==> src/rtl/ecs_pkg.sv <==
// Constants shared by the acquisition path: delay line, decimator and result formatter.
package ecs_pkg;

    localparam int unsigned SAMPLE_W   = 16;
    localparam int unsigned DEC_LOG2_N = 3;

endpackage

==> src/rtl/sample_avg_acc.sv <==
// Block accumulator for the decimator: running sum, sample counter and block-end strobe.
module sample_avg_acc
    import ecs_pkg::*;
#(
    parameter int unsigned WIDTH  = SAMPLE_W,
    parameter int unsigned LOG2_N = DEC_LOG2_N
) (
    input  logic                      clk,
    input  logic                      rst,
    input  logic                      clr,
    input  logic                      in_valid,
    input  logic [WIDTH-1:0]          d,
    output logic                      blk_end,
    output logic [WIDTH+LOG2_N-1:0]   blk_sum
);

    localparam int unsigned AW = WIDTH + LOG2_N;
    localparam logic [LOG2_N-1:0] CNT_LAST = '1;

    logic [AW-1:0]     acc_q, acc_d;
    logic [AW-1:0]     d_ext;
    logic [AW-1:0]     acc_sum;
    logic [LOG2_N-1:0] cnt_q, cnt_d;
    logic              accept;

    always_comb begin
        d_ext   = {{LOG2_N{d[WIDTH-1]}}, d};
        acc_sum = acc_q + d_ext;
        accept  = in_valid & ~clr;
        blk_end = accept && (cnt_q == CNT_LAST);

        acc_d = acc_q;
        cnt_d = cnt_q;
        if (clr || blk_end) begin
            acc_d = '0;
            cnt_d = '0;
        end else if (accept) begin
            acc_d = acc_sum;
            cnt_d = cnt_q + LOG2_N'(1);
        end
    end

    // The block-end sum includes the sample being accepted this cycle.
    assign blk_sum = acc_sum;

    always_ff @(posedge clk or negedge rst) begin
        if (!rst) begin
            acc_q <= '0;
            cnt_q <= '0;
        end else begin
            acc_q <= acc_d;
            cnt_q <= cnt_d;
        end
    end

endmodule

==> src/rtl/sample_avg_dec.sv <==
// Accumulate-and-dump decimator: mean and full sum of 2^LOG2_N samples, valid/ready output, sticky overrun.
module sample_avg_dec
    import ecs_pkg::*;
#(
    parameter int unsigned WIDTH  = SAMPLE_W,
    parameter int unsigned LOG2_N = DEC_LOG2_N
) (
    input  logic                      clk,
    input  logic                      rst,
    input  logic                      clr,
    input  logic                      in_valid,
    input  logic [WIDTH-1:0]          d,
    input  logic                      out_ready,
    output logic                      out_valid,
    output logic [WIDTH-1:0]          q,
    output logic [WIDTH+LOG2_N-1:0]   sum,
    output logic                      overrun
);

    localparam int unsigned AW = WIDTH + LOG2_N;

    logic          blk_end;
    logic [AW-1:0] blk_sum;

    logic             out_valid_q, out_valid_d;
    logic [WIDTH-1:0] q_q, q_d;
    logic [AW-1:0]    sum_q, sum_d;
    logic             overrun_q, overrun_d;

    sample_avg_acc #(
        .WIDTH  (WIDTH),
        .LOG2_N (LOG2_N)
    ) u_acc (
        .clk      (clk),
        .rst      (rst),
        .clr      (clr),
        .in_valid (in_valid),
        .d        (d),
        .blk_end  (blk_end),
        .blk_sum  (blk_sum)
    );

    always_comb begin
        out_valid_d = out_valid_q;
        q_d         = q_q;
        sum_d       = sum_q;
        overrun_d   = overrun_q;

        if (clr) begin
            out_valid_d = 1'b0;
            overrun_d   = 1'b0;
        end else if (blk_end) begin
            sum_d       = blk_sum;
            // Upper WIDTH bits of the sum equal sum >>> LOG2_N (floor toward -inf).
            q_d         = blk_sum[AW-1:LOG2_N];
            out_valid_d = 1'b1;
            if (out_valid_q && !out_ready) begin
                overrun_d = 1'b1;
            end
        end else if (out_valid_q && out_ready) begin
            out_valid_d = 1'b0;
        end
    end

    always_ff @(posedge clk or negedge rst) begin
        if (!rst) begin
            out_valid_q <= 1'b0;
            q_q         <= '0;
            sum_q       <= '0;
            overrun_q   <= 1'b0;
        end else begin
            out_valid_q <= out_valid_d;
            q_q         <= q_d;
            sum_q       <= sum_d;
            overrun_q   <= overrun_d;
        end
    end

    assign out_valid = out_valid_q;
    assign q         = q_q;
    assign sum       = sum_q;
    assign overrun   = overrun_q;

endmodule

==> config.mk <==
export PLATFORM = sky130hd
export DESIGN_NAME = sample_avg_dec
export DESIGN_NICKNAME = d
export VERILOG_FILES = /design/src/rtl/ecs_pkg.sv /design/src/rtl/sample_avg_acc.sv /design/src/rtl/sample_avg_dec.sv
export SDC_FILE = /design/constraint.sdc
export NUM_CORES = 1
export LEC_CHECK = 0
export CORE_ASPECT_RATIO = 0.75
export CORE_MARGIN = 1
export CORE_UTILIZATION = 41
export DETAILED_ROUTE_END_ITERATION = 7
export MAX_ROUTING_LAYER = met4
export PLACE_DENSITY_LB_ADDON = 0.25
export SETUP_SLACK_MARGIN = 0.3
export SYNTH_ARGS = -nofsm -noshare
export SYNTH_HDL_FRONTEND = slang
export SYNTH_SLANG_ARGS = --single-unit
==> constraint.sdc <==
create_clock -name clk -period 4.28 [get_ports clk]
set_input_delay 0.856 -clock clk [delete_from_list [all_inputs] [get_ports clk]]
set_output_delay 0.856 -clock clk [all_outputs]
set_load 0.02 [all_outputs]
; ---- Yosys cells after proc, flatten, opt, wreduce, memory -nomap -nowiden
; Index checks and enable logic that the tools add are counted.
[totals]
regBits = 59
word_cells = 32
[op_classes]
addsub = 2
n_eq_ne = 1
muxes = 10
bitwise = 2
n_reduce_logical = 11
[op_table]
columns = cell, count
row1 = 19-bit 2-to-1 mux, 2
row2 = 19-bit adder, 1
row3 = 1-bit 2-to-1 mux, 6
row4 = 3-bit 2-to-1 mux, 2
row5 = 2-bit nonzero test, 3
row6 = 2-bit AND reduction, 2
row7 = 3-bit by 1-bit adder with 3-bit output (second input constant), 1
row8 = 3-bit == test (second input constant), 1
row9 = 1-bit logical AND, 3
row10 = 3-bit nonzero test, 1
row11 = 1-bit bitwise AND, 1
row12 = 1-bit zero test, 1
row13 = 1-bit logical OR, 1
row14 = 1-bit NOT, 1

; ---- Logic depth before layout (Yosys ltp)
[logic_depth]
depth_word = 5
mapped_depth = 10
depth_no_buf = 10

; ---- Cells and area by module
; From an unflattened synthesis, not the netlist that was laid out.
[hier_totals]
cells_unflattened = 269
hier_area_um2 = 2829.0
[modules_own_cells]
columns = module, instances, cells_each, area_per_inst_um2, seq_area_each_um2
row1 = sample_avg_acc, 1, 205, 1863.0, 550.5
row2 = sample_avg_dec, 1, 64, 965.9, 525.5

; ---- Worst setup path before layout
; Ideal clock, no wire load.
[synth_timing]
path_kind = input to register
from = in d[0]
to = reg q_q[15] (netlist: q[15])
t_arrival_ns = 2.807
required_time_ns = 4.188
slack_ns = 1.381
stages = 10
cell_sequence = ha_1 -> inv_1 -> fa_1 -> nand2b_1 -> a21o_1 -> a21oi_4 -> a311oi_1 -> or3_4 -> and3_4 -> o31ai_2
[synth_via]
elab_chain_cells = 1
[synth_rtl]
columns = element, line_no
row1 = from (decl), sample_avg_dec.sv:12  ; input logic [WIDTH-1:0] d,
row2 = 19-bit adder, sample_avg_acc.sv:28  ; acc_sum = acc_q + d_ext;
row3 = to (signal assigned), sample_avg_dec.sv:73  ; q_q <= q_d;
row4 = to (decl), sample_avg_dec.sv:26  ; logic [WIDTH-1:0] q_q, q_d;
; No other way between the ends.
; A chain may end at the register's enable or synchronous reset.

; ---- Worst setup path after layout
[layout_timing]
from = in d[0]
to = reg u_acc.acc_q[18]
[layout_via]
elab_chain_cells = 3
[layout_rtl]
columns = element, line_no
row1 = 19-bit adder, sample_avg_acc.sv:28
row2 = 19-bit 2-to-1 mux, sample_avg_acc.sv:37  ; end else if (accept) begin
row3 = 19-bit 2-to-1 mux, sample_avg_acc.sv:34  ; if (clr || blk_end) begin
row4 = to (signal assigned), sample_avg_acc.sv:48  ; acc_q <= '0;
row5 = to (signal assigned), sample_avg_acc.sv:51  ; acc_q <= acc_d;
row6 = to (decl), sample_avg_acc.sv:20  ; logic [AW-1:0] acc_q, acc_d;
; No other way between the ends. The select of a mux whose other input is x is not followed.

==> flow_summary.toml <==
[sta]
setup_viol = 0
rsz0062_at_grt = "no"
fin_skew_ns = 0.00750
tightest_slew_ns = 0.975
fin_crit_ns = 3.26
clock.fmax_mhz = 307
max_slew_margin_pct = 34.9
tns_ns = 0
setup_slack_ns = 1.02
timing.final.crit_share_pct = 76.1
finalHoldViolations = 0
slew_viol_final = 0

[routing]
postRouteAntennaNets = 0
firstDrtPassIters = 4
drt-wirelength-per-cell_um = 13.5
vias_per_cell = 5.03
wl_mm = 5.21
vias = 1946
drc_errors = 0
drt_iter0_drc = 81

[global_routing]
grt_max_degree = 44
grt-ovfl-total = 0
grt_pass1_vias = 1820
antenna_found_initial = 0
track_usage_pct = 17.4
grt_first_pass_wirelength_mm = 8.59

[synth]
ys_ff_latch = 43
syn_area_per_cell_sq_um = 9.46
syn_nets = 311
yosysSeqAreaShare_pct = 42.3
yosys_warnings = 0
netlist_area_sq_um = 2540
synthCells = 269
yosysUniqueCellTypes = 41

[floorplan]
io_pins = 58
die_h_um = 70.2
start_util_pct = 43.2
core_area_sq_um = 5890
die_area_sq_um = 6530
fp-row-count = 24
die_x_um = 93.0

[outcome]
outcome = "finished, final reports clean"

[worst_setup_path]
path_max_fanout = 5
worstSetupStartpointType = "input pin"
max_stage_delay_ns = 0.46
cp_slowest_cell = "clkdlybuf4s50_1"
crit_required_ns = 4.50
crit_chain = "clkdlybuf4s50_1 -> ha_1 -> inv_1 -> fa_1 -> nand2b_1 -> a21o_1 -> a21oi_4 -> a311oi_1 -> or3_4 -> a211oi_1 -> o21bai_1"
critPathKind = "input pin to register"
cp-end-kind = "register"
arrival_ns = 3.48

[clocking]
cts-htree-levels = 2
cts_resized = 0
cts_max_path_buffers = 2
cts_sinks = 43
cts_setup_buffers = 0
cts.clk_slew.worst_paths_ns = 0.08
clockRootBuffer = "clkbuf_8"
cts_hold_buf = 0
clock_latency_ns = 0.30
tritoncts = "done"
numCtsBuffers = 5

[pwr]
leakage_nw = 1.40
ir_worst_vdd_mv = 0.167
powerDensity_nw_per_um2 = 339

[cells_and_area]
syn2layout_area_growth_pct = 24.4
fill_cells = 570
layout.nets = 351
fin_util_pct = 53.8
drive_gt1_share_pct = 5.83
antennaDiodeCount = 0

[placement]
gp_congestion = 0.855
portBuffers = 57
hpwl_mm = 3.78
pre_cts_slack_ns = 0.733

[worst_hold_path]
hp-class = "register to register"

[job]
maxCapViolations = 0
cell families (layout without fill, tap and decap cells):
kind of cell | Yosys count | in the layout | synth area share [%]
adder cells (fa/ha/maj) | 21 | 21 | 10.6
XOR/XNOR | 15 | 15 | 5.16
buffers and inverters | 35 | 75 | 7.57
AND/OR/NAND/NOR | 68 | 68 | 12.6
multiplexers | 2 | 2 | 0.885
AO/OA/AOI/OAI | 85 | 85 | 20.9
flip-flops | 43 | 43 | 42.3
power breakdown:
part	total (W)	switching, W	internal (W)
combinational	0.000313	0.000179	0.000134
sequential	0.000452	0.0000168	0.000435
clock	0.000308	0.000137	0.000171
total	0.00107	0.000333	0.000740
layout make-up:
class	instances	area [sq um]	area share (%)
Clock inverter	1	30.0	0.949
Clock buffer	6	72.6	2.29
Timing Repair Buffer	58	573	18.1
Inverter	10	37.5	1.19
Sequential cell	43	1080	34.0
Multi-Input combinational cell	191	1280	40.4
Tap cell	78	97.6	3.08
through the flow:
step                instance area (sq um)  power (W)  hold WS, ns  std cells
floorplan                            2540   0.000689        0.453        269
global placement                     3060   0.000766        0.467        380
detailed placement                   3060   0.000771        0.476        380
CTS                                  3170    0.00108        0.492        387
global route                         3170    0.00114        0.518        387
finish                               3170    0.00107        0.487        387
registers in the layout (all words and copies together), names as in the netlist:
signal       count
overrun          1
sum              3
out_valid        1
u_acc.acc_q     19
q               16
u_acc.cnt_q      3
cell usage after synthesis:
| cell type | instances | area, sq um |
|---|---|---|
| xor2_1 | 5 | 43.8 |
| nor2_4 | 1 | 11.3 |
| inv_1 | 10 | 37.5 |
| and3_4 | 1 | 11.3 |
| o21ai_1 | 2 | 10.0 |
| o31ai_2 | 1 | 12.5 |
| clkbuf_1 | 8 | 30.0 |
| a31oi_1 | 4 | 25.0 |
| a21o_1 | 6 | 45.0 |
| nand2b_1 | 4 | 25.0 |
| nand4_1 | 1 | 6.26 |
| o21ai_0 | 37 | 185 |
| ha_1 | 20 | 250 |
| nand3_1 | 3 | 15.0 |
| or3b_1 | 1 | 8.76 |
| o21bai_1 | 4 | 30.0 |
| buf_2 | 1 | 5.00 |
| a311oi_1 | 2 | 17.5 |
| nand2_1 | 45 | 169 |
| o31ai_1 | 2 | 15.0 |
| nand3b_1 | 1 | 7.51 |
| and2_1 | 2 | 12.5 |
| buf_4 | 16 | 120 |
| o21a_1 | 1 | 7.51 |
| nor2b_1 | 1 | 6.26 |
| dfrtp_1 | 43 | 1080 |
| a22o_1 | 4 | 35.0 |
| o211ai_1 | 1 | 7.51 |
| a211o_1 | 1 | 8.76 |
| fa_1 | 1 | 20.0 |
| xnor2_1 | 10 | 87.6 |
| o22ai_1 | 1 | 6.26 |
| mux2_2 | 2 | 22.5 |
| nor2_1 | 5 | 18.8 |
| nor3_2 | 1 | 10.0 |
| nor3b_1 | 1 | 7.51 |
| a21oi_1 | 14 | 70.1 |
| a41oi_1 | 1 | 8.76 |
| or3_4 | 1 | 11.3 |
| a211oi_1 | 2 | 15.0 |
| a21oi_4 | 2 | 32.5 |
routing by layer:
metal	vias up	global-route usage, %	part of all wire (%)
met5	-	-	0
met4	0	5.13	0.94
met3	6	3.92	6.2
met2	52	25.7	42
met1	884	23.8	51
li1	1004	-	-
path summary, 6_finish.rpt:
check	startpoint	endpoint	slack [ns]	cells after the start
max	d[0]	u_acc.acc_q[18]	1.02	11
min	u_acc.acc_q[7]	u_acc.acc_q[7]	0.49	2
max reg2reg	u_acc.acc_q[0]	u_acc.acc_q[18]	1.68	10
min reg2reg	u_acc.acc_q[7]	u_acc.acc_q[7]	0.49	2
max in group asynchronous	rst	u_acc.acc_q[11]	2.97	1
min in group asynchronous	rst	out_valid	0.70	1
worst max-delay path, delay by kind of cell:
family                   cells  cell delay (ns)
AO/OA/AOI/OAI                5             0.95
adder cells (fa/ha/maj)      2             0.58
AND/OR/NAND/NOR              2             0.58
buffers and inverters        2             0.52
layout by cell type, fill, tap and decap left out, types with 4 or more instances in the layout:
| master | Yosys | routed |
|---|---|---|
| o21bai_1 | 4 | 4 |
| ha_1 | 20 | 20 |
| nor2_1 | 5 | 4 |
| a31oi_1 | 4 | 4 |
| a21oi_1 | 14 | 14 |
| clkdlybuf4s50_1 | 0 | 56 |
| xor2_1 | 5 | 5 |
| dfrtp_1 | 43 | 43 |
| a21o_1 | 6 | 6 |
| inv_1 | 10 | 10 |
| nand2_1 | 45 | 45 |
| o21ai_0 | 37 | 37 |
| xnor2_1 | 10 | 10 |
| nand2b_1 | 4 | 4 |
| a22o_1 | 4 | 4 |
| clkbuf_8 | 0 | 5 |
(Power assumes the default switching activity.)
